`src/rtl/display_scan_decoder_if.sv`:
```
// Bundle of the scanned display bus and the decoded frame outputs.
// The slave side is the decoder; the master side drives the bus and observes the frames.
interface display_scan_decoder_if;
  logic [13:0] disp_bus;
  logic [15:0] digits;
  logic [3:0]  dps;
  logic [1:0]  leds;
  logic        frame_valid;
  logic        frame_chg;
  logic        seg_err;
  logic        an_err;
  logic        timeout;

  modport master (
    output disp_bus,
    input  digits, dps, leds, frame_valid, frame_chg, seg_err, an_err, timeout
  );

  modport slave (
    input  disp_bus,
    output digits, dps, leds, frame_valid, frame_chg, seg_err, an_err, timeout
  );
endinterface

```
`src/rtl/display_scan_decoder.sv`:
```
// Receive-side decoder for the 14-bit scanned display bus: waits for each digit slot to
// settle, decodes its 7-segment pattern to BCD and assembles 4-digit frames.
module display_scan_decoder #(
  parameter int STABLE_CYCLES = 4,
  parameter int TIMEOUT       = 65535
) (
  input  logic                         clk,
  input  logic                         rst,
  display_scan_decoder_if.slave        scan
);

  localparam int SW = $clog2(STABLE_CYCLES + 1);
  localparam int TW = $clog2(TIMEOUT + 1);
  localparam logic [13:0] IDLE_WORD = 14'h0FFF;

  typedef enum logic [1:0] {IDLE, SETTLE, CAPTURE, HOLD} stateT;

  stateT          state, stateNext;
  logic [13:0]    busReg;
  logic [11:0]    wordPrev;
  logic [11:0]    captureWord;
  logic [SW-1:0]  stableCnt;
  logic [TW-1:0]  frameTimer;
  logic [3:0]     mask;
  logic [15:0]    frameDigits;
  logic [3:0]     frameDps;
  logic [15:0]    digitsReg;
  logic [3:0]     dpsReg;
  logic [1:0]     ledsReg;
  logic           frameValidReg, frameChgReg, segErrReg, anErrReg, timeoutReg;
  logic           firstFrame;
  logic           wordChanged;
  logic [3:0]     anode;
  logic [1:0]     slot;
  logic           slotValid;
  logic [3:0]     capDecoded;

  function automatic logic [3:0] decodeSeg(input logic [6:0] seg);
    case (seg)
      7'h40:   return 4'd0;
      7'h79:   return 4'd1;
      7'h24:   return 4'd2;
      7'h30:   return 4'd3;
      7'h19:   return 4'd4;
      7'h12:   return 4'd5;
      7'h02:   return 4'd6;
      7'h78:   return 4'd7;
      7'h00:   return 4'd8;
      7'h10:   return 4'd9;
      7'h7F:   return 4'hF;
      default: return 4'hE;
    endcase
  endfunction

  assign anode       = busReg[11:8];
  assign wordChanged = (busReg[11:0] != wordPrev);

  // Input register plus a delayed copy of the anode+segment word for change detection.
  always_ff @(posedge clk) begin
    if (rst) begin
      busReg   <= IDLE_WORD;
      wordPrev <= IDLE_WORD[11:0];
    end else begin
      busReg   <= scan.disp_bus;
      wordPrev <= busReg[11:0];
    end
  end

  always_ff @(posedge clk) begin
    if (rst)
      stableCnt <= '0;
    else if (wordChanged)
      stableCnt <= '0;
    else if (stableCnt != SW'(STABLE_CYCLES))
      stableCnt <= stableCnt + SW'(1);
  end

  always_ff @(posedge clk) begin
    if (rst)
      state <= IDLE;
    else
      state <= stateNext;
  end

  // SETTLE also drops back to IDLE if the anodes all go inactive before the slot settles.
  always_comb begin
    stateNext = state;
    case (state)
      IDLE:    if (anode != 4'hF) stateNext = SETTLE;
      SETTLE: begin
        if (anode == 4'hF)
          stateNext = IDLE;
        else if (!wordChanged && stableCnt == SW'(STABLE_CYCLES))
          stateNext = CAPTURE;
      end
      CAPTURE: stateNext = HOLD;
      HOLD: begin
        if (anode != captureWord[11:8])
          stateNext = (anode == 4'hF) ? IDLE : SETTLE;
      end
      default: stateNext = IDLE;
    endcase
  end

  always_comb begin
    slot      = 2'd0;
    slotValid = 1'b1;
    case (captureWord[11:8])
      4'b1110: slot = 2'd0;
      4'b1101: slot = 2'd1;
      4'b1011: slot = 2'd2;
      4'b0111: slot = 2'd3;
      default: slotValid = 1'b0;
    endcase
    capDecoded = decodeSeg(captureWord[6:0]);
  end

  // Frame assembly: a capture issued after the mask clears lands in the new frame.
  always_ff @(posedge clk) begin
    if (rst) begin
      captureWord   <= IDLE_WORD[11:0];
      mask          <= '0;
      frameTimer    <= '0;
      frameDigits   <= 16'hFFFF;
      frameDps      <= '0;
      digitsReg     <= 16'hFFFF;
      dpsReg        <= '0;
      ledsReg       <= '0;
      frameValidReg <= 1'b0;
      frameChgReg   <= 1'b0;
      segErrReg     <= 1'b0;
      anErrReg      <= 1'b0;
      timeoutReg    <= 1'b0;
      firstFrame    <= 1'b1;
    end else begin
      frameValidReg <= 1'b0;
      frameChgReg   <= 1'b0;
      anErrReg      <= 1'b0;
      timeoutReg    <= 1'b0;

      if (state == SETTLE && stateNext == CAPTURE)
        captureWord <= busReg[11:0];

      if (mask == 4'hF) begin
        digitsReg     <= frameDigits;
        dpsReg        <= frameDps;
        ledsReg       <= busReg[13:12];
        frameValidReg <= 1'b1;
        frameChgReg   <= firstFrame || ({frameDigits, frameDps} != {digitsReg, dpsReg});
        firstFrame    <= 1'b0;
        mask          <= '0;
        frameTimer    <= '0;
        segErrReg     <= 1'b0;
      end else if (mask != 4'h0 && frameTimer == TW'(TIMEOUT)) begin
        timeoutReg <= 1'b1;
        mask       <= '0;
        frameTimer <= '0;
      end else if (mask != 4'h0) begin
        frameTimer <= frameTimer + TW'(1);
      end

      if (state == CAPTURE) begin
        if (slotValid) begin
          frameDigits[{slot, 2'b00} +: 4] <= capDecoded;
          frameDps[slot]                  <= ~captureWord[7];
          mask[slot]                      <= 1'b1;
          if (capDecoded == 4'hE)
            segErrReg <= 1'b1;
        end else begin
          anErrReg <= 1'b1;
        end
      end
    end
  end

  assign scan.digits      = digitsReg;
  assign scan.dps         = dpsReg;
  assign scan.leds        = ledsReg;
  assign scan.frame_valid = frameValidReg;
  assign scan.frame_chg   = frameChgReg;
  assign scan.seg_err     = segErrReg;
  assign scan.an_err      = anErrReg;
  assign scan.timeout     = timeoutReg;

endmodule

```
`src/flat_wrapper.sv`:
```
// flat-port wrapper written by rule: the top's interface ports become plain ports
module display_scan_decoder_flat 
#(
  parameter int STABLE_CYCLES = 4,
  parameter int TIMEOUT       = 65535
)
  (clk, rst, scan_disp_bus, scan_digits, scan_dps, scan_leds, scan_frame_valid, scan_frame_chg, scan_seg_err, scan_an_err, scan_timeout);
  display_scan_decoder_if scan_i ();
  input  logic clk;
  input  logic rst;
  input wire logic [$bits(scan_i.disp_bus)-1:0] scan_disp_bus;
  output wire logic [$bits(scan_i.digits)-1:0] scan_digits;
  output wire logic [$bits(scan_i.dps)-1:0] scan_dps;
  output wire logic [$bits(scan_i.leds)-1:0] scan_leds;
  output wire logic [$bits(scan_i.frame_valid)-1:0] scan_frame_valid;
  output wire logic [$bits(scan_i.frame_chg)-1:0] scan_frame_chg;
  output wire logic [$bits(scan_i.seg_err)-1:0] scan_seg_err;
  output wire logic [$bits(scan_i.an_err)-1:0] scan_an_err;
  output wire logic [$bits(scan_i.timeout)-1:0] scan_timeout;
  assign scan_i.disp_bus = scan_disp_bus;
  assign scan_digits = scan_i.digits;
  assign scan_dps = scan_i.dps;
  assign scan_leds = scan_i.leds;
  assign scan_frame_valid = scan_i.frame_valid;
  assign scan_frame_chg = scan_i.frame_chg;
  assign scan_seg_err = scan_i.seg_err;
  assign scan_an_err = scan_i.an_err;
  assign scan_timeout = scan_i.timeout;
  display_scan_decoder #(.STABLE_CYCLES(STABLE_CYCLES), .TIMEOUT(TIMEOUT)) u_core (.clk(clk), .rst(rst), .scan(scan_i));
endmodule
```
`config.mk`:
```
export PLATFORM = sky130hd
export DESIGN_NAME = display_scan_decoder_flat
export DESIGN_NICKNAME = d
export VERILOG_FILES = /design/src/rtl/display_scan_decoder_if.sv /design/src/rtl/display_scan_decoder.sv /design/src/flat_wrapper.sv
export SDC_FILE = /design/constraint.sdc
export NUM_CORES = 1
export LEC_CHECK = 0
export BUFFER_PORTS_ARGS = -buffer_cell sky130_fd_sc_hd__buf_4
export CAP_MARGIN = 30
export CORE_ASPECT_RATIO = 1.75
export CORE_MARGIN = 5
export CORE_UTILIZATION = 45
export CTS_BUF_LIST = sky130_fd_sc_hd__clkbuf_4 sky130_fd_sc_hd__clkbuf_8
export DETAILED_ROUTE_END_ITERATION = 12
export SLEW_MARGIN = 15
export SYNTH_ARGS = -nofsm -noshare
export SYNTH_HDL_FRONTEND = slang
export SYNTH_SLANG_ARGS = --single-unit
export TNS_END_PERCENT = 10
```
`constraint.sdc`:
```
create_clock -name clk -period 4.85 [get_ports clk]
set_input_delay 0.97 -clock clk [delete_from_list [all_inputs] [get_ports clk]]
set_output_delay 0.97 -clock clk [all_outputs]
set_load 0.03 [all_outputs]
```
# After elaboration in Yosys (flattened, before gate mapping)
# Cells that the tools add are included.
[classes]
addsub = 3
magnitude_cmp = 2
eq_ne = 28
shift = 2
mux = 25
bitwise = 4
reduce_logical = 16
[op_table]
columns = ["op", "n"]
rows = [
  ["$pmux 4 s11", 1],
  ["$eq 7x7->1 const B", 4],
  ["$eq 4x4->1 const B", 6],
  ["$eq 7x5->1 const B", 3],
  ["$mux 4", 5],
  ["$ne 20x20->1", 1],
  ["$add 16x1->16 const B", 1],
  ["$bwmux 16", 1],
  ["$eq 16x16->1 const B", 1],
  ["$shift 4x6->16 const A", 1],
  ["$shiftx 4x6->16", 1],
  ["$eq 7x6->1 const B", 2],
  ["$ne 12x12->1", 1],
  ["$mux 1", 10],
  ["$mux 2", 4],
  ["$pmux 2 s4", 1],
  ["$reduce_or 2->1", 4],
  ["$eq 7x2->1 const B", 1],
  ["$logic_not 7->1", 1],
  ["$eq 2x2->1 const B", 3],
  ["$neg 4->6", 1],
  ["$pmux 2 s3", 1],
  ["$bwmux 4", 1],
  ["$eq 4x3->1 const B", 1],
  ["19 further kinds", 24],
]
[totals]
reg_bits = 111
wordCells = 98

# Logic depth before layout (Yosys ltp)
[logic_depth]
depth_word = 9
depth_mapped = 9

# Worst setup path after synthesis
# OpenSTA, ideal clock, no wires.
[synth_timing]
path_kind = "reg2reg"
from = "register u_core.captureWord[11]"
to = "register u_core.frameDigits[14]"
setup_time_ns = 0.061
arrival_ns = 2.110
t_required_ns = 4.789
path_slack_ns = 2.680
stages_incl_launch_ff = 9
path_buffers = 2
period_less_slack_ns = 2.170
path_cell_list = "dfxtp_1 buf_2 xor2_1 and3_1 buf_2 inv_1 ha_1 nor4b_1 a221o_1"
[synth_between]
elab_chain_len = 5
[synth_lines]
columns = ["item", "line", "text"]
rows = [
  ["start, declared", "display_scan_decoder.sv:21", "logic [11:0] captureWord;"],
  ["start signal, assigned", "display_scan_decoder.sv:121", "captureWord <= IDLE_WORD[11:0];"],
  ["start signal, assigned", "display_scan_decoder.sv:142", "captureWord <= busReg[11:0];"],
  ["$eq 4x3->1 or $eq 4x4->1 (tied branches)", "display_scan_decoder.sv:108", "case (captureWord[11:8])"],
  ["$pmux 2 s3", "display_scan_decoder.sv:108", ""],
  ["$neg 4->6", "display_scan_decoder.sv:164", "frameDigits[{slot, 2'b00} +: 4] <= capDecoded;"],
  ["$shiftx 4x6->16 or $shift 4x6->16 (tied branches)", "display_scan_decoder.sv:164", ""],
  ["$bwmux 16", "display_scan_decoder.sv:164", ""],
  ["end signal, assigned by index", "display_scan_decoder.sv:164", ""],
  ["end, declared", "display_scan_decoder.sv:25", "logic [15:0] frameDigits;"],
]
# Parallel ways exist; a longest one is shown, timed or not.
# A chain may end at the register's enable or synchronous reset.

# Worst setup path in the final report
# Ends and elaborated chain as after synthesis.

==> out/results.ini <==
[status]
status = completed

[floorplanning]
coreArea_sq_um = 10300
io_pins = 43
row_count = 49
die-area_sq_um = 12800
start_util = 0.460
die-height_um = 146
die_w_um = 87.6

[hold_path]
min_path_type = register to register

[logic_synthesis]
yosysUniqueCellTypes = 58
synth_top_area_frac = 0.469
synth.avg_cell_area_sq_um = 9.16
synth_enable_flop_cells = 0
async_reset_ff_frac = 0
ys_top_cells_by_area = dfxtp_1 47%, xor2_1 8.0%, nand2_1 5.1%, nor2_1 4.4%, nand3_1 3.0%
synth.most_common_cell = dfxtp_1
ys_ff_latch = 111
ys.warnings.count = 0
syn_inst = 517
syn_nets = 543
synth_area_sq_um = 4740
synth_top_cells_by_count = 111 x dfxtp_1, 64 x nand2_1, 56 x nor2_1
yosysTopAreaCell = dfxtp_1
synthFlopType = dfxtp_1
seq_area_frac_synth = 0.469

[sta]
fmax_mhz = 386
setup_viol = 0
final.min_clock_period_ns = 2.59
rsz0062_at_grt = false
fin_crit_sh = 0.534
tns_ns = 0
relSlewSlack = 0.335
finalHoldViolCount = 0
worst_pin_slew_ns = 0.995
drv_slew = 0
finalClockSkew_ns = 0.0115

[setup_path]
path_buf_inv = 1
cp_top_family = simple AND/OR/NAND/NOR gates
path_cells = xor2_1 > and3_1 > inv_1 > ha_1 > nor4b_1 > a221o_1
cp_slowest_cell = nor4b_1
worst-endpoint-required_ns = 5.16
crit_arrival_ns = 2.90
startpoint_type = register
critPathKind = register to register
max_stage_delay_ns = 0.65
end_kind = register
crit_fanout = 12

[route]
via_per_inst = 5.35
drt_iter0_drc = 170
postRouteAntennaNets = 0
drc_errors = 0
wl_mm = 9.80
first_pass_iters = 4
vias = 3625
routedWlPerCell_um = 14.5

[clocking]
cts_max_level = 3
clk_pin_slew_ns = 0.09
cts_tree = built
numClockSinks = 111
root_buffer = clkbuf_8
cts-buffers-inserted = 9
hold_buffers = 0
worstSkewPairLatency_ns = 0.37
post-cts-setup-buffers = 0
clock_path_buffers = 2
cts_resized = 0

[layout]
final_nets = 573
fillers = 1003
diodes = 0
layout-drive-gt1-share = 0.147
area_growth_syn_to_layout_pct = 12.1
fin_area_sq_um = 5310
multi_input_area_sq_um = 2330
regArea_sq_um = 2220

[power_and_ir_drop]
peakVddDrop_v = 0.000215
p_leak_nw = 2.04
power_density_nw_per_um2 = 289

[global_routing]
grt_max_degree = 72
antenna_found_initial = 0
grt_usage = 0.164
grt_first_pass_wirelength_mm = 16.8
grt_pass1_vias = 3493
grt-ovfl-total = 0

[place]
place_area_sq_um = 5120
place_congestion = 0.794
placement.io_buffers = 42
place_hpwl_mm = 7.26

[run]
cap_violations = 0

-- cell families after synthesis --
kind of cell    synth area share
mux                       0.0275
flops                      0.469
simple gates               0.222
compound gates             0.117
xor+xnor                  0.0999
buf+inv                   0.0383
fa+ha+maj                 0.0264
-- metrics by stage --
stage	hold slack (ns)	power (W)	cells	setup WS (ns)	util
final	0.445	0.00153	677	2.26	0.515
after global routing	0.480	0.00160	677	2.00	0.515
after CTS	0.444	0.00156	677	2.26	0.515
after detailed placement	0.435	0.00101	663	1.93	0.497
after global placement	0.431	0.00101	662	1.91	0.496
after floorplan	0.417	0.000989	517	2.68	-
-- layer usage --
layer  routed length, um  track usage  up-vias
li1                    -            -     1848
met4                 256       0.0668        0
met3                 373       0.0357       15
met2                5050        0.278       60
met1                4120        0.197     1702
met5                   0            0        -
-- sequential cells by signal, indices dropped and copies added, names as in the netlist, 2 cells and up --
name / count
u_core.state: 2
u_core.wordPrev: 12
u_core.scan.digits: 16
u_core.mask: 4
u_core.scan.dps: 4
u_core.scan.leds: 2
u_core.busReg: 14
u_core.frameTimer: 16
u_core.frameDigits: 16
u_core.captureWord: 12
u_core.frameDps: 4
u_core.stableCnt: 3
-- tightest hold or removal path, delay by kind of cell (launching register included) --
kind / cells / cell delay, ns
AO/OA/AOI/OAI: 1 / 0.05
flip-flops: 1 / 0.31
AND/OR/NAND/NOR: 1 / 0.05
-- layout by cell type (no fill, tap or decap), types with 3 or more instances in the layout --
cell / netlist / routed
nand4_1: 11 / 11
or2_2: 15 / 15
nand2_1: 64 / 64
nor2_1: 56 / 56
o211ai_1: 3 / 3
and4_1: 5 / 5
o41ai_1: 4 / 4
nor4_1: 8 / 8
xor2_1: 43 / 43
xnor2_1: 11 / 11
a311oi_1: 5 / 5
o21ai_0: 6 / 6
nor4b_1: 3 / 3
inv_1: 19 / 19
ha_1: 10 / 10
a221o_1: 7 / 7
clkbuf_8: 0 / 10
buf_4: 1 / 43
mux2i_1: 13 / 13
dfxtp_1: 111 / 111
nand3_1: 28 / 28
clkbuf_4: 0 / 3
nand3b_1: 3 / 3
nor2b_1: 3 / 3
a22o_1: 3 / 3
a21oi_1: 20 / 20
-- power breakdown --
| group | total [W] | switching (W) | internal, W |
|---|---|---|---|
| Clock | 0.000547 | 0.000282 | 0.000265 |
| Sequential | 0.000933 | 0.00000923 | 0.000923 |
| Combinational | 0.0000544 | 0.0000310 | 0.0000234 |
-- layout make-up --
type | instances | share of cell area
clock inverters | 1 | 0.00566
well taps | 127 | 0.0299
inverters | 19 | 0.0134
clock buffers | 13 | 0.0302
flip-flops and latches | 111 | 0.419
repair buffers | 44 | 0.0629
multi-input cells | 362 | 0.439
-- final timing paths --
kind	from	endpoint	slack, ns	cells past startpoint
setup reg to reg	u_core.captureWord[11]	u_core.frameDigits[14]	2.26	6
setup / recovery	u_core.captureWord[11]	u_core.frameDigits[14]	2.26	6
hold / removal	u_core.busReg[13]	u_core.scan.leds[1]	0.45	2
hold reg to reg	u_core.busReg[13]	u_core.scan.leds[1]	0.45	2
(Power assumes the default switching activity.)
